===== config.mk =====
export PLATFORM = sky130hd
export DESIGN_NAME = copper_exec
export DESIGN_NICKNAME = d
export VERILOG_FILES = /design/src/rtl/xosera_pkg.sv /design/src/rtl/copper_exec.sv
export SDC_FILE = /design/constraint.sdc
export NUM_CORES = 1
export LEC_CHECK = 0
export ABC_AREA = 0
export CORE_UTILIZATION = 53
export CTS_CLUSTER_SIZE = 25
export DETAILED_ROUTE_END_ITERATION = 16
export GPL_TIMING_DRIVEN = 0
export PLACE_DENSITY = 0.91
export SLEW_MARGIN = 20
export SYNTH_ARGS = -nofsm -noshare
export SYNTH_HDL_FRONTEND = slang
export SYNTH_SLANG_ARGS = --single-unit

===== constraint.sdc =====
create_clock -name clk -period 4.2 [get_ports clk]
set_input_delay 0.84 -clock clk [delete_from_list [all_inputs] [get_ports clk]]
set_output_delay 0.84 -clock clk [all_outputs]
set_load 0.02 [all_outputs]

===== src/rtl/xosera_pkg.sv =====
// Shared definitions for the copper engine: opcodes, WAIT/SKIP flag bits and FSM states.
package xosera_pkg;

    localparam logic [3:0] OP_WAIT  = 4'h0;
    localparam logic [3:0] OP_SKIP  = 4'h2;
    localparam logic [3:0] OP_JMP   = 4'h4;
    localparam logic [3:0] OP_MOVEP = 4'hB;

    localparam int unsigned FLAG_IGN_Y = 0;
    localparam int unsigned FLAG_IGN_X = 1;

    typedef enum logic [2:0] {
        CopIdle,
        CopFetch0,
        CopFetch1,
        CopExec,
        CopWait,
        CopFrame
    } cop_state_t;

endpackage


===== src/rtl/copper_exec.sv =====
// Copper instruction engine: fetches 2-word instructions from program BRAM, waits on the
// beam position and issues palette writes mid-frame.
module copper_exec
    import xosera_pkg::*;
#(
    parameter int unsigned PC_W  = 11,
    parameter int unsigned POS_W = 11,
    parameter int unsigned PAL_W = 8
) (
    input  logic             clk,
    input  logic             reset_i,
    input  logic             cop_en_i,
    input  logic [POS_W-1:0] h_count_i,
    input  logic [POS_W-1:0] v_count_i,
    input  logic             end_of_frame_i,
    output logic             cop_rd_en_o,
    output logic [PC_W-1:0]  cop_rd_addr_o,
    input  logic [15:0]      cop_rd_data_i,
    output logic             pal_wr_en_o,
    output logic [PAL_W-1:0] pal_wr_addr_o,
    output logic [15:0]      pal_wr_data_o
);

    cop_state_t       state_q, state_d;
    logic [PC_W-1:0]  pc_q, pc_d;
    // Only the instruction fields that are actually consumed are latched.
    logic [3:0]       op_q, op_d;
    logic [10:0]      arg_q, arg_d;
    logic [10:0]      wx_q, wx_d;
    logic [1:0]       flags_q, flags_d;
    logic             pal_wr_en_q, pal_wr_en_d;
    logic [PAL_W-1:0] pal_wr_addr_q, pal_wr_addr_d;
    logic [15:0]      pal_wr_data_q, pal_wr_data_d;

    logic [10:0]      cur_x;
    logic [1:0]       cur_flags;
    logic             cond_met;

    // In EXEC w1 is still on the BRAM bus; in WAIT it comes from the latch.
    always_comb begin
        cur_x     = (state_q == CopExec) ? cop_rd_data_i[14:4] : wx_q;
        cur_flags = (state_q == CopExec) ? cop_rd_data_i[1:0] : flags_q;
        cond_met  = (cur_flags[FLAG_IGN_Y] | (v_count_i >= POS_W'(arg_q))) &
                    (cur_flags[FLAG_IGN_X] | (h_count_i >= POS_W'(cur_x)));
    end

    always_comb begin
        state_d       = state_q;
        pc_d          = pc_q;
        op_d          = op_q;
        arg_d         = arg_q;
        wx_d          = wx_q;
        flags_d       = flags_q;
        pal_wr_en_d   = 1'b0;
        pal_wr_addr_d = pal_wr_addr_q;
        pal_wr_data_d = pal_wr_data_q;
        if (!cop_en_i) begin
            state_d = CopIdle;
            pc_d    = '0;
        end else if (end_of_frame_i) begin
            state_d = CopFetch0;
            pc_d    = '0;
        end else begin
            unique case (state_q)
                CopIdle:   ;
                CopFetch0: state_d = CopFetch1;
                CopFetch1: begin
                    op_d    = cop_rd_data_i[15:12];
                    arg_d   = cop_rd_data_i[10:0];
                    state_d = CopExec;
                end
                CopExec: begin
                    wx_d    = cop_rd_data_i[14:4];
                    flags_d = cop_rd_data_i[1:0];
                    state_d = CopFetch0;
                    pc_d    = pc_q + PC_W'(2);
                    case (op_q)
                        OP_MOVEP: begin
                            pal_wr_en_d   = 1'b1;
                            pal_wr_addr_d = PAL_W'(arg_q[7:0]);
                            pal_wr_data_d = cop_rd_data_i;
                        end
                        OP_JMP:  pc_d = PC_W'(arg_q);
                        OP_SKIP: if (cond_met) pc_d = pc_q + PC_W'(4);
                        OP_WAIT: begin
                            if (&cur_flags) begin
                                state_d = CopFrame;
                                pc_d    = pc_q;
                            end else if (!cond_met) begin
                                state_d = CopWait;
                                pc_d    = pc_q;
                            end
                        end
                        default: ;
                    endcase
                end
                CopWait: begin
                    if (cond_met) begin
                        state_d = CopFetch0;
                        pc_d    = pc_q + PC_W'(2);
                    end
                end
                CopFrame: ;
                default:  state_d = CopIdle;
            endcase
        end
    end

    always_ff @(posedge clk) begin
        if (reset_i) begin
            state_q       <= CopIdle;
            pc_q          <= '0;
            op_q          <= '0;
            arg_q         <= '0;
            wx_q          <= '0;
            flags_q       <= '0;
            pal_wr_en_q   <= 1'b0;
            pal_wr_addr_q <= '0;
            pal_wr_data_q <= '0;
        end else begin
            state_q       <= state_d;
            pc_q          <= pc_d;
            op_q          <= op_d;
            arg_q         <= arg_d;
            wx_q          <= wx_d;
            flags_q       <= flags_d;
            pal_wr_en_q   <= pal_wr_en_d;
            pal_wr_addr_q <= pal_wr_addr_d;
            pal_wr_data_q <= pal_wr_data_d;
        end
    end

    always_comb begin
        cop_rd_en_o   = (state_q == CopFetch0) || (state_q == CopFetch1);
        cop_rd_addr_o = (state_q == CopFetch1) ? pc_q + PC_W'(1) : pc_q;
        pal_wr_en_o   = pal_wr_en_q;
        pal_wr_addr_o = pal_wr_addr_q;
        pal_wr_data_o = pal_wr_data_q;
    end

endmodule


; ---- Word level (Yosys, flattened, before mapping)
; Index checks and enable logic that the tools add are counted.
[classes]
add_sub_neg = 3
magnitude_cmp = 2
n_eq_ne = 12
n_mux = 15
bitwise_logic = 7
reduce_logical = 15
[op_table]
columns = operator, n
row1 = $mux 11, 5
row2 = $pmux 11 s3, 1
row3 = $ge 11x11->1, 2
row4 = $pmux 11 s2, 1
row5 = $pmux 3 s5, 1
row6 = $mux 3, 4
row7 = $add 11x1->11 const B, 1
row8 = $add 11x2->11 const B, 1
row9 = $add 11x3->11 const B, 1
row10 = $reduce_and 2->1, 5
row11 = $eq 3x2->1 const B, 2
row12 = $eq 3x3->1 const B, 2
row13 = $ne 3x3->1 const B, 2
row14 = $eq 4x2->1 const B, 1
row15 = $eq 4x3->1 const B, 1
row16 = $eq 4x4->1 const B, 1
row17 = $logic_not 4->1, 1
row18 = $not 1->1, 4
row19 = $reduce_and 4->1, 1
row20 = $reduce_or 2->1, 2
row21 = $reduce_or 4->1, 1
row22 = $eq 3x1->1 const B, 1
row23 = $logic_not 3->1, 1
row24 = $reduce_and 3->1, 1
row25 = other kinds (9), 11
[word_totals]
regBits = 67
wordCells = 64

; ---- Logic depth before layout (Yosys ltp)
; Gate-level depths: netlist (run 1).
[logic_depth]
depth_word = 10
mapped_depth = 19
mapped_depth_nobuf = 16

; ---- Worst setup path after synthesis (run 1)
; OpenSTA, ideal clock, no wires.
[synth_path]
kind = register to register
start = reg state_q[0]
end = reg pc_q[1]
setup_time_ps = 132
arrival_time_ps = 3464
required_time_ps = 4068
path_slack_ps = 604
path_stages_with_launch = 18
n_path_buf = 3
cell_sequence = dfxtp_1 > buf_2 > inv_2 > nor3b_2 > clkbuf_1 > nand2_1 > nand2_1 > ha_1 > nand2b_1 > a211o_1 > a2111oi_4 > o21a_2 > nor2_2 > clkinv_2 > buf_2 > ha_1 > a221oi_1 > a211oi_1
[synth_via]
elab_chain_len = 9
[synth_lines]
columns = item, line_no
row1 = start: declaration, copper_exec.sv:24  ; cop_state_t state_q, state_d;
row2 = start signal: assignment, copper_exec.sv:111  ; state_q <= CopIdle;
row3 = start signal: assignment, copper_exec.sv:121  ; state_q <= state_d;
row4 = $eq 3x2->1 *, copper_exec.sv:41  ; cur_x = (state_q == CopExec) ? cop_rd_data_i[14:4] : wx_q;
row5 = $mux 11 *, n/a
row6 = net cur_x[0], copper_exec.sv:35  ; logic [10:0] cur_x;
row7 = $ge 11x11->1 *, copper_exec.sv:44  ; (cur_flags[FLAG_IGN_X] | (h_count_i >= POS_W'(cur_x)));
row8 = $or 1x1->1 *, copper_exec.sv:44
row9 = $and 1x1->1 *, copper_exec.sv:43  ; cond_met = (cur_flags[FLAG_IGN_Y] | (v_count_i >= POS_W'(arg_q))) &
row10 = $mux 11 (2 in series), n/a
row11 = $pmux 11 s3, copper_exec.sv:77  ; case (op_q)
row12 = $pmux 11 s2 *, copper_exec.sv:64  ; unique case (state_q)
row13 = end signal: assignment, copper_exec.sv:122  ; pc_q <= pc_d;
row14 = end: declaration, copper_exec.sv:25  ; logic [PC_W-1:0] pc_q, pc_d;
; Mark *: on every way through the listed nets, which the timed path passes. The rest lies on a longest branch. The select of a mux whose other input is x is not followed.
; A chain may end at the register's enable or synchronous reset.

; ---- Worst setup path after layout (run 1)
; Ends and elaborated chain as after synthesis.

==> summary.log, run 1 <==
qor: setup_path.slowest_delay 410 ps
qor: cells_and_area.layout.cells.most_common sky130_fd_sc_hd__nand2_1
qor: drt.postRouteWirelength 13540 um
qor: cells_and_area.multiInputGateArea 2661 um2
qor: drt.drt_first_iter_violations 301
qor: power.power_frac_comb 12.2%
qor: clock_network.clock_tree.htree_level_count 3
qor: sta.holdWs 461.7 ps
qor: setup_path.cp_cell_sequence buf_2 -> inv_2 -> nor3b_4 -> buf_4 -> nand2_1 -> nand2_1 -> ha_1 -> nand2b_1 -> a211o_1 -> a2111oi_4 -> o21a_2 -> nor2_2 -> clkinv_2 -> buf_2 -> ha_1 -> nor2_1 -> o21ai_0 -> a221oi_1 -> a211oi_1
qor: clock_network.insertion_delay 360 ps
qor: power.power.sequential.fraction 43.9%
qor: sta.timing_max_transition_violations_final 0
qor: setup_path.critical_path_arrival 4250 ps
qor: setup_path.critical_path_peak_fanout 10
qor: cells_and_area.sequential_cell_area 1341 um2
qor: cells_and_area.share_of_final_layout_standard_cells_stronger_than_drive_strength_1 5.991%
qor: synthesis.synth_area 4214 um2
qor: synthesis.syn_area_per_cell 7.566 um2
qor: sta.max_slew_margin 47.82%
qor: sta.tightestPinTransition 779.2 ps
qor: synthesis.synth-edff-count 0
qor: cells_and_area.commonest_non_fill_non_tap_cells_in_the_layout 105 x sky130_fd_sc_hd__nand2_1, 78 x sky130_fd_sc_hd__clkdlybuf4s50_1, 67 x sky130_fd_sc_hd__dfxtp_1, 63 x sky130_fd_sc_hd__a21oi_1, 51 x sky130_fd_sc_hd__nor2_1
qor: cells_and_area.layout.filler_cells 605
qor: clock_network.clock-sinks 67
qor: power.p_int 1066 uW
qor: power.powerDensity 274.2 nW/um2
qor: setup_path.crit_path_start_kind flop
qor: setup_path.endpoint_kind flop
qor: cells_and_area.syn2layout_area_growth 27.43%
qor: setup_path.cp.buffers_inverters 5
qor: cells_and_area.finish.utilization 69.49%
qor: synthesis.netlist_cell_types 56
qor: outcome.run_status complete, no violations
qor: clock_network.cts.repair_timing.setup_buffer_count 0
qor: synthesis.syn-num-nets 625
qor: sta.report.final.setup_viol 0
qor: global_routing.grt_max_degree 15
qor: drt.ant_nets 0
qor: synthesis.syn-instance-count 557
qor: floorplanning.die-area 8312 um2
qor: clock_network.cts_buffer_depth 2
qor: clock_network.clockRootBuffer sky130_fd_sc_hd__clkbuf_8
qor: hold_path.worst_hold_path_type flop to flop
qor: global_routing.grt_overflow 0
qor: clock_network.postCtsResizedCells 2
qor: drt.detailroute.via_count 4624
qor: drt.detail_route.vias_per_cell 6.141
qor: drt.met3_wirelength 910 um
qor: cells_and_area.antenna_cells 0
qor: setup_path.slowest_stage_cell_crit_path sky130_fd_sc_hd__a2111oi_4
qor: synthesis.postSynthRegisterBits 67
qor: drt.drc 0
qor: setup_path.critical_path.top_delay_family compound AO/OA/AOI/OAI gates
qor: drt.wl_per_cell 17.98 um
qor: power.power.share.switching 27.60%
qor: drt.detailedRoute.firstPassIterationCount 5
qor: clock_network.clk_pin_slew_worst_paths 90 ps
qor: floorplanning.die-height 91.17 um
qor: clock_network.cts_inserted_buffers 9
qor: sta.timing.final.hold_violations 0
qor: power.vdd_drop_max 0.3903 mV
qor: power.power.net_switching 406.4 uW
qor: setup_path.worstPathRequired 4480 ps
qor: cells_and_area.final_nets 714
qor: synthesis.synth-seq-area-share 31.83%
qor: floorplanning.rows 32
qor: sta.fmax 252.2 MHz
qor: global_routing.global_route_wire_length_before_repair 21330 um
qor: synthesis.yosys_most_used_dff sky130_fd_sc_hd__dfxtp_1
qor: sta.finalWorstPathRequiredPeriod 3966 ps
qor: place.port_buffers 78
qor: setup_path.criticalPathCategory flop to flop
qor: synthesis.async_flop_share 0%
qor: sta.final_min_period_over_clock_period 94.42%
qor: drt.met2RoutedLength 6542 um
qor: global_routing.number_of_global_route_vias_before_repair 4322
qor: place.place.detailed.hpwl 10020 um
qor: clock_network.tritoncts_clock_tree done
qor: floorplanning.core 7727 um2
qor: run.maxCapViolations 0
qor: global_routing.antenna_violations_before_repair 0
qor: place.place.gp.congestion 0.9704
qor: synthesis.yosys_warnings 0
qor: power.total_leakage_power 0.001880 uW
qor: power.p_clk_share 43.9%
qor: clock_network.ctsHoldBuffers 0
qor: sta.fin_skew 12.40 ps
qor: drt.top_signal_layer_used met4
qor: floorplanning.die_span_in_x 91.17 um
qor: floorplanning.floorplan.io_pins 79
qor: global_routing.track_usage 32.79%
qor: drt.routedLengthMet1 5548 um
qor: floorplanning.start_util 54.53%
==> metrics by stage <==
stage	TNS, ps	cells	total power (uW)	cell area (um2)	setup WS, ps
after floorplan	0	557	753.1	4214	603.9
after global placement	-953.7	737	829.3	5122	-315.4
after detailed placement	-778.6	737	834.3	5127	-264.2
after CTS	0	753	1462	5361	50.13
after global routing	-5.917	753	1506	5370	-5.917
final	0	753	1473	5370	234.3
==> cells by family (layout without fill, tap and decap cells) <==
group	count (synthesis)	count (layout)	share of synthesized area, %
mux	16	16	3.800
compound gates	153	153	24.05
buf+inv	56	150	5.374
fa+ha+maj	26	26	7.720
flops	67	67	31.83
xor+xnor	20	20	4.157
simple gates	219	219	23.07
==> power by group through the flow <==
| stage | sequential, uW | clock [uW] | combinational, uW |
|---|---|---|---|
| floorplan | 660 | 0 | 93.4 |
| global placement | 660 | 0 | 169 |
| detailed placement | 661 | 0 | 173 |
| CTS | 646 | 640 | 176 |
| global route | 647 | 667 | 193 |
| finish | 646 | 647 | 179 |
==> registers in the layout, summed over array words and instances, names as in the netlist <==
| signal | cells |
|---|---|
| pal_wr_addr_o | 8 |
| pal_wr_data_o | 16 |
| flags_q | 2 |
| pal_wr_en_o | 1 |
| pc_q | 11 |
| state_q | 3 |
| arg_q | 11 |
| wx_q | 11 |
| op_q | 4 |
==> layout make-up <==
class	instances	area share (%)
Buffer	38	3.006
Clock buffer	9	2.307
Clock inverter	7	1.957
Inverter	18	1.281
Multi-Input combinational cell	434	49.56
Sequential cell	67	24.98
Tap cell	102	2.377
Timing Repair Buffer	78	14.54
==> synth_stat cells (2+ instances only) <==
library cell | instances | area, um2
sky130_fd_sc_hd__a22o_1 | 2 | 17.52
sky130_fd_sc_hd__nand2_1 | 105 | 394.1
sky130_fd_sc_hd__o21ai_1 | 3 | 15.01
sky130_fd_sc_hd__a221oi_1 | 2 | 17.52
sky130_fd_sc_hd__clkbuf_1 | 30 | 112.6
sky130_fd_sc_hd__inv_1 | 16 | 60.06
sky130_fd_sc_hd__o22ai_1 | 2 | 12.51
sky130_fd_sc_hd__o311a_1 | 2 | 20.02
sky130_fd_sc_hd__nand2b_1 | 6 | 37.54
sky130_fd_sc_hd__o2111ai_1 | 3 | 26.28
sky130_fd_sc_hd__ha_1 | 26 | 325.3
sky130_fd_sc_hd__a41o_1 | 2 | 20.02
sky130_fd_sc_hd__nor2_1 | 51 | 191.4
sky130_fd_sc_hd__o21a_1 | 2 | 15.01
sky130_fd_sc_hd__o21ai_0 | 23 | 115.1
sky130_fd_sc_hd__buf_2 | 6 | 30.03
sky130_fd_sc_hd__dfxtp_1 | 67 | 1341
sky130_fd_sc_hd__a211oi_1 | 22 | 165.2
sky130_fd_sc_hd__a2111o_1 | 2 | 22.52
sky130_fd_sc_hd__and3_1 | 7 | 43.79
sky130_fd_sc_hd__a2111oi_4 | 2 | 55.05
sky130_fd_sc_hd__nor4_1 | 3 | 18.77
sky130_fd_sc_hd__xnor2_1 | 11 | 96.34
sky130_fd_sc_hd__a211oi_2 | 2 | 25.02
sky130_fd_sc_hd__a21oi_1 | 64 | 320.3
sky130_fd_sc_hd__nand3_1 | 19 | 95.09
sky130_fd_sc_hd__o21a_2 | 2 | 17.52
sky130_fd_sc_hd__nor3_1 | 9 | 45.04
sky130_fd_sc_hd__nand4_1 | 6 | 37.54
sky130_fd_sc_hd__a31oi_1 | 4 | 25.02
sky130_fd_sc_hd__a211o_1 | 2 | 17.52
sky130_fd_sc_hd__xor2_1 | 9 | 78.83
sky130_fd_sc_hd__mux2i_1 | 16 | 160.2
sky130_fd_sc_hd__nor2b_1 | 2 | 12.51
sky130_fd_sc_hd__nor3b_1 | 3 | 22.52
sky130_fd_sc_hd__a21o_1 | 4 | 30.03
==> final timing paths <==
path | startpoint | to | slack (ps) | cells after the start
setup / recovery | state_q[0]$_SDFFE_PP0P_ | pc_q[1]$_SDFFE_PP0P_ | 230 | 19
hold / removal | pal_wr_data_o[4]$_SDFFE_PP0P_ | pal_wr_data_o[4]$_SDFFE_PP0P_ | 460 | 2
setup reg to reg | state_q[0]$_SDFFE_PP0P_ | pc_q[1]$_SDFFE_PP0P_ | 230 | 19
hold reg to reg | pal_wr_data_o[4]$_SDFFE_PP0P_ | pal_wr_data_o[4]$_SDFFE_PP0P_ | 460 | 2
==> worst register-to-register path, stage by stage (launching register included) <==
cell and delay, ps:
sky130_fd_sc_hd__dfxtp_1 310, sky130_fd_sc_hd__buf_2 200, sky130_fd_sc_hd__inv_2 80, sky130_fd_sc_hd__nor3b_4 300, sky130_fd_sc_hd__buf_4 290, sky130_fd_sc_hd__nand2_1 120, sky130_fd_sc_hd__nand2_1 100, sky130_fd_sc_hd__ha_1 220
sky130_fd_sc_hd__nand2b_1 140, sky130_fd_sc_hd__a211o_1 330, sky130_fd_sc_hd__a2111oi_4 410, sky130_fd_sc_hd__o21a_2 240, sky130_fd_sc_hd__nor2_2 80, sky130_fd_sc_hd__clkinv_2 70, sky130_fd_sc_hd__buf_2 230, sky130_fd_sc_hd__ha_1 200
sky130_fd_sc_hd__nor2_1 40, sky130_fd_sc_hd__o21ai_0 200, sky130_fd_sc_hd__a221oi_1 110, sky130_fd_sc_hd__a211oi_1 210
==> per-layer routing <==
layer,global-route usage (%),vias up
met5,0,-
met4,16.27,0
met3,5.611,44
met2,56.69,225
met1,39.11,2202
li1,-,2153
Power figures use the tool's default switching activity.
==> run 2, diff against run 1 <==
- clock period: 4.2 -> 3.8 ns (I/O delays scaled with it)
==> run 2 against run 1 <==
Final cell count up 0.27%. Core utilization up 0.36 points. Fmax up 6.4%. Sequential power up 11%. First-iteration DRC count down 1.3%. Setup slack worse by 160 ps. Via count down 0.93%. Total power up 11%. Hold slack about the same. Non-clock buffer count up 2. Final area up 0.51%. Critical path depth down 4. Largest power group is now registers. Highest routed layer unchanged.
==> summary.log, run 2 (synthesized netlist as in run 1, its figures left out) <==
qor: power.p_clk_share 43.8% [about the same]
qor: setup_path.slowest_delay 410 ps [about the same]
qor: cells_and_area.antenna_cells 0 [unchanged]
qor: power.power.net_switching 448.0 uW [+10%]
qor: setup_path.crit_path_start_kind flop
qor: global_routing.antenna_violations_before_repair 0 [unchanged]
qor: place.place_area 5127 um2 [unchanged]
qor: floorplanning.floorplan.io_pins 79 [unchanged]
qor: cells_and_area.layout.cells.most_common sky130_fd_sc_hd__nand2_1
qor: clock_network.cts_inserted_buffers 9 [unchanged]
qor: cells_and_area.final_nets 716 [+0.28%]
qor: cells_and_area.syn2layout_area_growth 28.09%
qor: place.port_buffers 78 [unchanged]
qor: cells_and_area.share_of_final_layout_standard_cells_stronger_than_drive_strength_1 6.279% [+0.29 points]
qor: drt.drt_first_iter_violations 297 [-1.3%]
qor: power.vdd_drop_max 0.4339 mV [+11%]
qor: cells_and_area.largest_register_ff_count 16 [unchanged]
qor: clock_network.ctsHoldBuffers 0 [unchanged]
qor: floorplanning.die-height 91.17 um [unchanged]
qor: power.power_frac_comb 12.4% [+0.2 points]
qor: setup_path.critical_path_peak_fanout 10 [unchanged]
qor: clock_network.insertion_delay 360 ps [about the same]
qor: power.powerDensity 301.8 nW/um2 [+10%]
qor: sta.timing.final.hold_violations 0 [unchanged]
qor: sta.finalWorstPathRequiredPeriod 3725 ps [-240.2 ps]
qor: sta.final_min_period_over_clock_period 98.04% [+3.6 points]
qor: power.power.sequential.fraction 43.8% [about the same]
qor: global_routing.grt_max_degree 15 [unchanged]
qor: floorplanning.die_span_in_x 91.17 um [unchanged]
qor: global_routing.global_route_wire_length_before_repair 21420 um [+0.39%]
qor: setup_path.cp.buffers_inverters 3 [-2]
qor: global_routing.track_usage 33.08% [+0.28 points]
qor: drt.drc 0 [unchanged]
qor: cells_and_area.layout.filler_cells 600 [-0.83%]
qor: floorplanning.die-area 8312 um2 [unchanged]
qor: sta.post-route-worst-setup-slack 74.52 ps [-159.8 ps]
qor: clock_network.clk_pin_slew_worst_paths 90 ps [about the same]
qor: sta.report.final.setup_viol 0 [unchanged]
qor: power.p_int 1181 uW [+11%]
qor: drt.detailedRoute.firstPassIterationCount 5 [unchanged]
qor: drt.postRouteWirelength 13620 um [+0.59%]
qor: drt.ant_nets 0 [unchanged]
qor: setup_path.cp_cell_sequence clkbuf_4 -> inv_2 -> nor3b_4 -> buf_8 -> nand2_1 -> nand2_1 -> ha_1 -> nand2b_1 -> a211o_1 -> a2111oi_4 -> o21ai_1 -> a21oi_2 -> mux2i_1 -> o21ai_0 -> a21oi_1
qor: global_routing.grt_overflow 0 [unchanged]
qor: sta.rsz_0062_raised_after_global_routing yes
qor: floorplanning.start_util 54.53% [unchanged]
qor: sta.tightestPinTransition 765.4 ps [-13.87 ps]
qor: setup_path.critical_path.top_delay_family compound AO/OA/AOI/OAI gates
qor: place.place.gp.congestion 0.9704 [unchanged]
qor: cells_and_area.commonest_non_fill_non_tap_cells_in_the_layout 105 x sky130_fd_sc_hd__nand2_1, 78 x sky130_fd_sc_hd__clkdlybuf4s50_1, 67 x sky130_fd_sc_hd__dfxtp_1, 63 x sky130_fd_sc_hd__a21oi_1, 51 x sky130_fd_sc_hd__nor2_1
qor: power.power.share.switching 27.50% [-0.10 points]
qor: run.maxCapViolations 0 [unchanged]
qor: setup_path.timing.critical_path.mode_cell sky130_fd_sc_hd__nand2_1
qor: cells_and_area.layout.cell_area.non_filler 5398 um2 [+0.51%]
qor: sta.timing_max_transition_violations_final 0 [unchanged]
qor: place.place.detailed.hpwl 10020 um [unchanged]
qor: floorplanning.core 7727 um2 [unchanged]
qor: sta.max_slew_margin 48.75% [+0.93 points]
qor: clock_network.clock-sinks 67 [unchanged]
qor: power.total_leakage_power 0.001892 uW [+0.67%]
qor: place.setup_slack_placement -664.2 ps [-400.0 ps]
qor: setup_path.slowest_stage_cell_crit_path sky130_fd_sc_hd__a2111oi_4
qor: setup_path.endpoint_kind flop
qor: clock_network.clockRootBuffer sky130_fd_sc_hd__clkbuf_8
qor: power.p_total 1629 uW [+11%]
qor: setup_path.critical_path_arrival 3940 ps [-310 ps]
qor: clock_network.clock_tree.htree_level_count 3 [unchanged]
qor: clock_network.cts_buffer_depth 2 [unchanged]
qor: drt.wl_per_cell 18.04 um [+0.32%]
qor: outcome.run_status complete, no violations
qor: sta.fmax 268.4 MHz [+6.4%]
qor: drt.detail_route.vias_per_cell 6.068 [-1.2%]
qor: sta.fin_skew 12.60 ps [+0.2032 ps]
qor: hold_path.worst_hold_path_type flop to flop
qor: setup_path.worstPathRequired 4020 ps [-460 ps]
qor: global_routing.number_of_global_route_vias_before_repair 4334 [+0.28%]
qor: setup_path.criticalPathCategory flop to flop
qor: clock_network.tritoncts_clock_tree done
qor: drt.detailroute.via_count 4581 [-0.93%]
qor: floorplanning.rows 32 [unchanged]
## run 2: per-layer routing
metal	wire, um	track usage (%)
met1	5632	38.95
met2	6569	56.88
met3	848	5.946
met4	571	17.86
met5	0	0
## run 2: layout make-up
type | instances | area, um2 | share of cell area (%)
flip-flops and latches | 67 | 1341 | 24.85
multi-input cells | 434 | 2661 | 49.30
well taps | 102 | 127.6 | 2.364
clock inverters | 7 | 105.1 | 1.947
clock buffers | 9 | 123.9 | 2.295
inverters | 18 | 68.82 | 1.275
repair buffers | 80 | 795.8 | 14.74
plain buffers | 38 | 173.9 | 3.222
## run 2: path summary, 6_finish.rpt
| path | startpoint | end | slack (ps) | cells past startpoint |
|---|---|---|---|---|
| setup / recovery | state_q[0]$_SDFFE_PP0P_ | pc_q[6]$_SDFFE_PP0P_ | 70 | 15 |
| hold / removal | pal_wr_data_o[4]$_SDFFE_PP0P_ | pal_wr_data_o[4]$_SDFFE_PP0P_ | 460 | 2 |
| setup reg to reg | state_q[0]$_SDFFE_PP0P_ | pc_q[6]$_SDFFE_PP0P_ | 70 | 15 |
| hold reg to reg | pal_wr_data_o[4]$_SDFFE_PP0P_ | pal_wr_data_o[4]$_SDFFE_PP0P_ | 460 | 2 |
## run 2: per-stage QoR
| step | TNS, ps | instances | hold WS [ps] | utilization, % |
|---|---|---|---|---|
| final | 0 | 755 | 462.0 | 69.85 |
| after global routing | -90.90 | 755 | 480.8 | 69.85 |
| after CTS | 0 | 754 | 461.6 | 69.67 |
| after detailed placement | -4532 | 737 | 448.4 | 66.35 |
| after global placement | -4838 | 737 | 445.1 | 66.29 |
| after floorplan | 0 | 557 | 445.1 | - |
## run 2: power by group through the flow
| stage | combinational (uW) | clock (uW) | sequential (uW) |
|---|---|---|---|
| after floorplan | 103 | 0 | 729 |
| after global placement | 187 | 0 | 730 |
| after detailed placement | 192 | 0 | 731 |
| after CTS | 195 | 707 | 714 |
| after global routing | 217 | 738 | 715 |
| final | 202 | 713 | 714 |
## run 2: worst register-to-register path: stages (launching register included)
cell                        delay (ps)
sky130_fd_sc_hd__dfxtp_1           310
sky130_fd_sc_hd__clkbuf_4          190
sky130_fd_sc_hd__inv_2              70
sky130_fd_sc_hd__nor3b_4           240
sky130_fd_sc_hd__buf_8             190
sky130_fd_sc_hd__nand2_1           110
sky130_fd_sc_hd__nand2_1           100
sky130_fd_sc_hd__ha_1              220
sky130_fd_sc_hd__nand2b_1          150
sky130_fd_sc_hd__a211o_1           330
sky130_fd_sc_hd__a2111oi_4         410
sky130_fd_sc_hd__o21ai_1           240
sky130_fd_sc_hd__a21oi_2           410
sky130_fd_sc_hd__mux2i_1           120
sky130_fd_sc_hd__o21ai_0           370
sky130_fd_sc_hd__a21oi_1           120
## run 2: timing repair
action,CTS,global route
setup endpoints to repair,12,3
resized for setup,5,5
pin swaps,1,2
setup buffers,1,1
==> run 3, diff against run 2 <==
==> constraint.sdc (replaced) <==
create_clock -name clk -period 3.8 [get_ports clk]
set_input_delay 0.95 -clock clk [delete_from_list [all_inputs] [get_ports clk]]
set_output_delay 0.95 -clock clk [all_outputs]
set_load 0.02 [all_outputs]
==> run 3 against run 2 <==
Largest cell class unchanged. Fmax shrank 1.3%. Highest routed layer unchanged. Global-route usage is the same. Final cell count shrank 0.40%. Sequential cell count is the same. Register-to-register slack gained 60 ps. Hold slack is essentially flat. Core utilization is essentially flat. Sequential share of layout area is essentially flat. Non-clock buffer count shrank 3. First-iteration DRC count shrank 18%. Routed wire length grew 0.84%.
==> summary.log, run 3 (synthesized netlist as in run 1, its figures left out) <==
qor: floorplanning.floorplan.io_pins 79 [unchanged]
qor: cells_and_area.largest_register_ff_count 16 [unchanged]
qor: power.p_total 1630 uW [about the same]
qor: drt.detail_route.vias_per_cell 6.133 [+1.1%]
qor: setup_path.criticalPathCategory input pin to flop
qor: clock_network.clockRootBuffer sky130_fd_sc_hd__clkbuf_8
qor: setup_path.endpoint_kind flop
qor: power.power.net_switching 449.6 uW [+0.36%]
qor: setup_path.critical_path_arrival 3990 ps [+50 ps]
qor: power.total_leakage_power 0.001882 uW [-0.58%]
qor: power.p_int 1180 uW [about the same]
qor: clock_network.cts_inserted_buffers 9 [unchanged]
qor: run.maxCapViolations 0 [unchanged]
qor: power.powerDensity 302.1 nW/um2 [about the same]
qor: sta.report.final.setup_viol 0 [unchanged]
qor: sta.tightestPinTransition 720.7 ps [-44.70 ps]
qor: power.power.sequential.fraction 43.8% [about the same]
qor: drt.wl_per_cell 18.26 um [+1.2%]
qor: floorplanning.rows 32 [unchanged]
qor: sta.finalWorstPathRequiredPeriod 3776 ps [+50.47 ps]
qor: setup_path.crit_path_start_kind input pin
qor: place.setup_slack_placement -664.2 ps [unchanged]
qor: sta.post-route-worst-setup-slack 24.05 ps [-50.47 ps]
qor: cells_and_area.layout.cells.most_common sky130_fd_sc_hd__nand2_1
qor: clock_network.cts_buffer_depth 2 [unchanged]
qor: cells_and_area.commonest_non_fill_non_tap_cells_in_the_layout 105 x sky130_fd_sc_hd__nand2_1, 78 x sky130_fd_sc_hd__clkdlybuf4s50_1, 67 x sky130_fd_sc_hd__dfxtp_1, 63 x sky130_fd_sc_hd__a21oi_1, 51 x sky130_fd_sc_hd__nor2_1
qor: clock_network.tritoncts_clock_tree done
qor: drt.postRouteWirelength 13740 um [+0.84%]
qor: drt.drt_first_iter_violations 244 [-18%]
qor: hold_path.worst_hold_path_type flop to flop
qor: power.power.share.switching 27.58% [+0.089 points]
qor: drt.detailroute.via_count 4612 [+0.68%]
qor: clock_network.clock-sinks 67 [unchanged]
qor: clock_network.clock_tree.htree_level_count 3 [unchanged]
qor: clock_network.insertion_delay 360 ps [about the same]
qor: cells_and_area.syn2layout_area_growth 28.03% [about the same]
qor: floorplanning.start_util 54.53% [unchanged]
qor: floorplanning.die-height 91.17 um [unchanged]
qor: sta.final_min_period_over_clock_period 99.37% [+1.3 points]
qor: cells_and_area.antenna_cells 0 [unchanged]
qor: place.port_buffers 78 [unchanged]
qor: global_routing.global_route_wire_length_before_repair 21450 um [+0.16%]
qor: drt.detailedRoute.firstPassIterationCount 6 [+1]
qor: setup_path.critical_path_peak_fanout 6 [-4]
qor: place.place.gp.congestion 0.9704 [unchanged]
qor: drt.drc 0 [unchanged]
qor: place.place.detailed.hpwl 10020 um [unchanged]
qor: drt.ant_nets 0 [unchanged]
qor: place.placedCellCount 737 [unchanged]
qor: setup_path.worstPathRequired 4020 ps [about the same]
qor: cells_and_area.multiInputGateArea 2674 um2 [+0.47%]
qor: floorplanning.die-area 8312 um2 [unchanged]
qor: sta.rsz_0062_raised_after_global_routing yes
qor: sta.max_slew_margin 51.45% [+2.7 points]
qor: outcome.run_status complete, no violations
qor: power.p_clk_share 43.7% [about the same]
qor: sta.timing_max_transition_violations_final 0 [unchanged]
qor: floorplanning.core 7727 um2 [unchanged]
qor: cells_and_area.layoutNonFillerInstCount 752 [-0.40%]
qor: power.power_frac_comb 12.5% [about the same]
qor: global_routing.grt_overflow 0 [unchanged]
qor: sta.fin_skew 13.50 ps [+0.8965 ps]
qor: cells_and_area.share_of_final_layout_standard_cells_stronger_than_drive_strength_1 6.462% [+0.18 points]
qor: cells_and_area.final_nets 713 [-0.42%]
qor: global_routing.grt_max_degree 15 [unchanged]
qor: global_routing.number_of_global_route_vias_before_repair 4349 [+0.35%]
qor: cells_and_area.layout.filler_cells 601 [+0.17%]
qor: cells_and_area.sequential_cell_area 1341 um2 [unchanged]
qor: power.vdd_drop_max 0.4345 mV [+0.14%]
qor: global_routing.track_usage 33.08% [unchanged]
qor: sta.holdWs 462.1 ps [+0.1220 ps]
qor: floorplanning.die_span_in_x 91.17 um [unchanged]
qor: sta.timing.final.hold_violations 0 [unchanged]
qor: global_routing.antenna_violations_before_repair 0 [unchanged]
qor: sta.fmax 264.8 MHz [-1.3%]
qor: clock_network.clk_pin_slew_worst_paths 90 ps [about the same]
## run 3: path summary, 6_finish.rpt
| kind | start | to | slack (ps) | cells after the start |
|---|---|---|---|---|
| min | pal_wr_data_o[4]$_SDFFE_PP0P_ | pal_wr_data_o[4]$_SDFFE_PP0P_ | 460 | 2 |
| max reg2reg | state_q[0]$_SDFFE_PP0P_ | pc_q[6]$_SDFFE_PP0P_ | 130 | 15 |
| max | cop_rd_data_i[4] | pc_q[6]$_SDFFE_PP0P_ | 20 | 12 |
| min reg2reg | pal_wr_data_o[4]$_SDFFE_PP0P_ | pal_wr_data_o[4]$_SDFFE_PP0P_ | 460 | 2 |
## run 3: metrics by stage
| stage | cell area [um2] | TNS (ps) | utilization [%] |
|---|---|---|---|
| detailed placement | 5127 | -4532 | 66.35 |
| floorplan | 4214 | 0 | - |
| global placement | 5122 | -4962 | 66.29 |
| global route | 5395 | -40.32 | 69.82 |
| finish | 5395 | 0 | 69.82 |
| CTS | 5383 | 0 | 69.66 |
## run 3: worst max-delay path, stage by stage
cell,delay [ps]
sky130_fd_sc_hd__clkdlybuf4s50_1,560
sky130_fd_sc_hd__nand2_1,120
sky130_fd_sc_hd__nand2_1,100
sky130_fd_sc_hd__ha_1,220
sky130_fd_sc_hd__nand2b_1,140
sky130_fd_sc_hd__a211o_1,330
sky130_fd_sc_hd__a2111oi_4,370
sky130_fd_sc_hd__o21ai_2,170
sky130_fd_sc_hd__a21oi_2,390
sky130_fd_sc_hd__mux2i_1,120
sky130_fd_sc_hd__o21ai_0,380
sky130_fd_sc_hd__a21oi_1,120
## run 3: per-layer routing
layer / track usage (%) / vias to the layer above / part of all wire [%]
met5: 0 / - / 0
met4: 19.18 / 0 / 4.3
met3: 5.779 / 44 / 6.2
met2: 56.06 / 236 / 48
met1: 39.21 / 2184 / 42
li1: - / 2148 / -
## run 3: repair_timing
action	4_1_cts	5_1_grt
pin swaps	2	2
endpoints found under the setup margin	13	9
buffers inserted	2	0
hold endpoints to repair	0	0
gates resized for setup	5	6
hold buffers	0	0
## run 3: area by class of cell
cell class,instances,share of cell area [%]
buffer,35,2.876
clock buffer,9,2.296
clock inverter,7,1.948
inverter,18,1.345
multi-input combinational,434,49.56
sequential,67,24.86
tap,102,2.365
timing repair buffer,80,14.75
## run 3: power groups by stage
stage / Combinational, uW / Clock, uW / Sequential [uW]
finish: 203 / 713 / 714
global route: 218 / 736 / 715
CTS: 196 / 707 / 714
detailed placement: 192 / 0 / 731
global placement: 187 / 0 / 730
floorplan: 103 / 0 / 729
==> variant 1 (settings of run 1) <==
The 6 states of `cop_state_t` get a one-hot encoding in 6 bits.
--- a/src/rtl/xosera_pkg.sv
+++ b/src/rtl/xosera_pkg.sv
@@ -9,13 +9,13 @@
     localparam int unsigned FLAG_IGN_Y = 0;
     localparam int unsigned FLAG_IGN_X = 1;
 
-    typedef enum logic [2:0] {
-        CopIdle,
-        CopFetch0,
-        CopFetch1,
-        CopExec,
-        CopWait,
-        CopFrame
+    typedef enum logic [5:0] {
+        CopIdle   = 6'b000001,
+        CopFetch0 = 6'b000010,
+        CopFetch1 = 6'b000100,
+        CopExec   = 6'b001000,
+        CopWait   = 6'b010000,
+        CopFrame  = 6'b100000
     } cop_state_t;
 
 endpackage
Formal check against the unedited RTL: no difference found for any inputs over 4 cycles, from zero or initial values and one cycle with reset_i high; so few cycles prove little.
==> variant 1 against run 1 <==
  * Power grew 2.6%
  * Sequential cell count increased by 3
  * Final cell count grew 1.7%
  * Die area rose by 3.1%
  * Cell area rose by 2.2%
  * Synthesized area grew 3.2%
  * Count of clock-buffer cells in the layout unchanged
  * Clock skew about the same
  * Setup slack lost 0.11 ns
  * Routed wire length is 1.9% higher
  * Register-to-register slack improved by 0.02 ns
  * Critical path type is now reg2out
  * Largest cell class unchanged
==> variant 1: results (changes against run 1) <==
final non-filler cell total: 766 (+1.7%)
gr usage total: 32.8% (-0.036 points)
Hold Crit Start: pal_wr_addr_o[3]
# fillers: 646 (+6.8%)
met1 Use GR: 38.3% (-0.80 points)
Slew @ Worst Pin: 1.13 ns (+0.351 ns)
minimum hold slack: 0.463 ns (+0.00162 ns)
reg2reg setup slack: 0.25 ns (+0.02 ns)
Post-Synthesis Cells: 570 (+2.3%)
Post-synth top cells: 117 x nand2_1, 70 x dfxtp_1, 66 x a21oi_1
highest achievable clock rate: 245 MHz (-2.8%)
Flop+latch power: 0.676 mW (+4.6%)
NumNets Final: 727 (+1.8%)
Comb power frac: 11.9% (-0.3 points)
critical path capture point: cop_rd_addr_o[6]
Critical Path Start: state_q[5]
met3 WL post-DR: 1.30 mm (+43%)
post-DP HPWL: 10.1 mm (+0.36%)
layout cells sized above 1: 5.87% (-0.12 points)
placed insts: 750 (+1.8%)
cell family with most CP delay: buffers and inverters
wire length on met2: 6.66 mm (+1.7%)
DRT iter0 DRCs: 398 (+32%)
vias in the first global route: 4746 (+9.8%)
clock skew: 0.0128 ns (+0.000383 ns)
DP Area: 5260 µm² (+2.5%)
top cells by area, synth: dfxtp_1 32%, nand2_1 10%, a21oi_1 7.6%
reg2reg start: state_q[4]
Via Count: 4803 (+3.9%)
Crit-path slowest cell: clkdlybuf4s50_1
outcome: finished clean
Distinct cells, synth: 64 (+14%)
switching portion of total power: 27.4% (-0.25 points)
[variant 1: cell count changes in the layout (fill, tap and decap cells not counted), sizes merged, moves of 4 or more]
cell           run 1  this run
nor3               9        17
nor2              52        39
a211oi            24        13
a31o               1         5
nor3b              4         0
nand2            105       118
a31oi              4         9
[variant 1: area by class of cell]
class	count	area, µm²	area share (%)
well taps	102	128	2.33
multi-input cells	446	2700	49.2
clock buffers	9	124	2.26
clock inverters	7	105	1.92
inverters	17	68.8	1.25
repair buffers	78	781	14.2
plain buffers	37	183	3.33
flip-flops and latches	70	1400	25.5
[variant 1: cell families after synthesis]
group                    count (synthesis)  share of synthesized area [%]
AND/OR/NAND/NOR                        230                           23.8
AO/OA/AOI/OAI                          156                           23.5
flip-flops                              70                           32.2
buffers and inverters                   54                           5.75
adder cells (fa/ha/maj)                 26                           7.48
XOR/XNOR                                21                           4.23
multiplexers                            13                           2.99
[variant 1: worst min-delay path, stage by stage, from the launching register on]
cell     delay (ns)
dfxtp_1        0.32
nand2_1        0.05
a21oi_1        0.05
==> variant 2 (config.mk and constraints of run 1) <==
Without the edit above. The parameter `PAL_W` goes from 8 to 12.
--- a/src/rtl/copper_exec.sv
+++ b/src/rtl/copper_exec.sv
@@ -5,7 +5,7 @@
 #(
     parameter int unsigned PC_W  = 11,
     parameter int unsigned POS_W = 11,
-    parameter int unsigned PAL_W = 8
+    parameter int unsigned PAL_W = 12
 ) (
     input  logic             clk,
     input  logic             reset_i,
Interface: changed (resized pal_wr_addr_o); port bits go from 79 to 83. The function was not compared with the original's and may differ.
==> variant 2 against run 1 <==
  * Power down 1.5%
  * Count of clock-buffer cells in the layout is 1 higher
  * Setup slack better by 0.023 ns
  * Routed wire length grew 0.55%
  * Cell area is 0.51% lower
  * Sequential cell count did not move
  * Die area shrank 0.88%
  * Synthesized area shrank 0.89%
  * Synthesized cell count is 0.54% lower
  * Critical path type unchanged
  * Largest cell class unchanged
==> variant 2: results (changes against run 1) <==
outcome: finished clean
wire length on met2: 6.60 mm (+0.87%)
non-clk buf share: 18.5% (+0.98 points)
NumNets Final: 715 (+0.14%)
DRT iter0 DRCs: 424 (+41%)
Vias per Instance: 6.11 (-0.54%)
met3 WL post-DR: 1.29 mm (+42%)
reg2reg setup slack: 0.26 ns (+0.02 ns)
number of ordinary inverters in the final layout: 17 (-1)
clock skew: 0.0129 ns (+0.000499 ns)
Post-synth top cells: 107 x nand2_1, 67 x dfxtp_1, 54 x a21oi_1
mux contribution to synthesized area: 3.86% (+0.064 points)
Synth Area in Compound Gates: 21.8% (-2.2 points)
top cells by area, synth: dfxtp_1 32%, nand2_1 9.6%, ha_1 7.8%
r2r worst-path depth: 19 (unchanged)
Pwr Density: 271 nW/µm² (-1.0%)
met3 Track Usage GR: 8.75% (+3.1 points)
Max clock buf depth: 2 (unchanged)
met1 Use GR: 37.3% (-1.8 points)
Seq/total area: 25.1% (+0.13 points)
switching portion of total power: 26.7% (-0.86 points)
largest net degree at the start of global routing: 13 (-2)
Crit-path slowest cell: a2111oi_2
Max VDD drop: 0.279 mV (-29%)
post-DP HPWL: 9.63 mm (-3.8%)
Total Wirelength: 13.6 mm (+0.55%)
multi-input gate count: 432 (-0.46%)
gr usage total: 33.1% (+0.34 points)
YS warnings: 0 (unchanged)
leak pwr: 1.96 nW (+4.4%)
GR Util met2: 58.2% (+1.5 points)
post-synthesis sequential area ratio: 32.1% (+0.29 points)
fraction of area in multi-input gates: 48.6% (-0.94 points)
post-place setup slack: -0.167 ns (+0.0969 ns)
# fillers: 613 (+1.3%)
Arrival @ worst endpoint: 4.20 ns (-0.05 ns)
highest achievable clock rate: 254 MHz (+0.57%)
clock buf count: 10 (+1)
Critical Path Start: state_q[2]
Slew @ Worst Pin: 0.800 ns (+0.0210 ns)
CP peak stage delay: 0.37 ns (-0.04 ns)
Non-clock buffers: 120 (+3.4%)
clock-cell share of area: 4.07% (-0.19 points)
first-pass GRT wire length: 21.9 mm (+2.4%)
Comb power frac: 12.9% (+0.7 points)
Clock Power Share: 42.5% (-1.4 points)
WL met1: 5.16 mm (-7.0%)
layout cells sized above 1: 5.83% (-0.16 points)
DR WL/cell: 18.1 µm (+0.42%)
RD Place Congestion: 0.944 (-2.7%)
variant 2: cell count changes in the layout (fill, tap and decap cells not counted), sizes merged, moves of 3 or more:
cell	change
conb	+4
inv	-4
buf	+5
o211ai	+5
and3	-3
a21oi	-9
nor4	+3
a211oi	-3
variant 2: repair_timing:
action                                  in CTS  in global routing
buffers inserted                             0                  1
endpoints found under the setup margin       1                  1
resized for setup                            1                  6
pin swaps                                    0                  1
variant 2: per-stage QoR:
stage               util (%)  area, µm²  setup TNS, ns  power (mW)  hold slack, ns
floorplan                  -       4190              0       0.757           0.436
global placement        66.3       5100         -0.160       0.830           0.442
detailed placement      66.3       5100         -0.167       0.837           0.453
CTS                     69.1       5320              0        1.44           0.464
global route            69.5       5340              0        1.49           0.487
finish                  69.5       5340              0        1.45           0.464
variant 2: cell families after synthesis:
kind of cell	Yosys count
xor gates and xnor gates	21
buffers and inverters	58
muxes	16
DFF	67
AOI/OAI and AO/OA	143
adders and majority gates	26
other	1
and+or+nand+nor	222
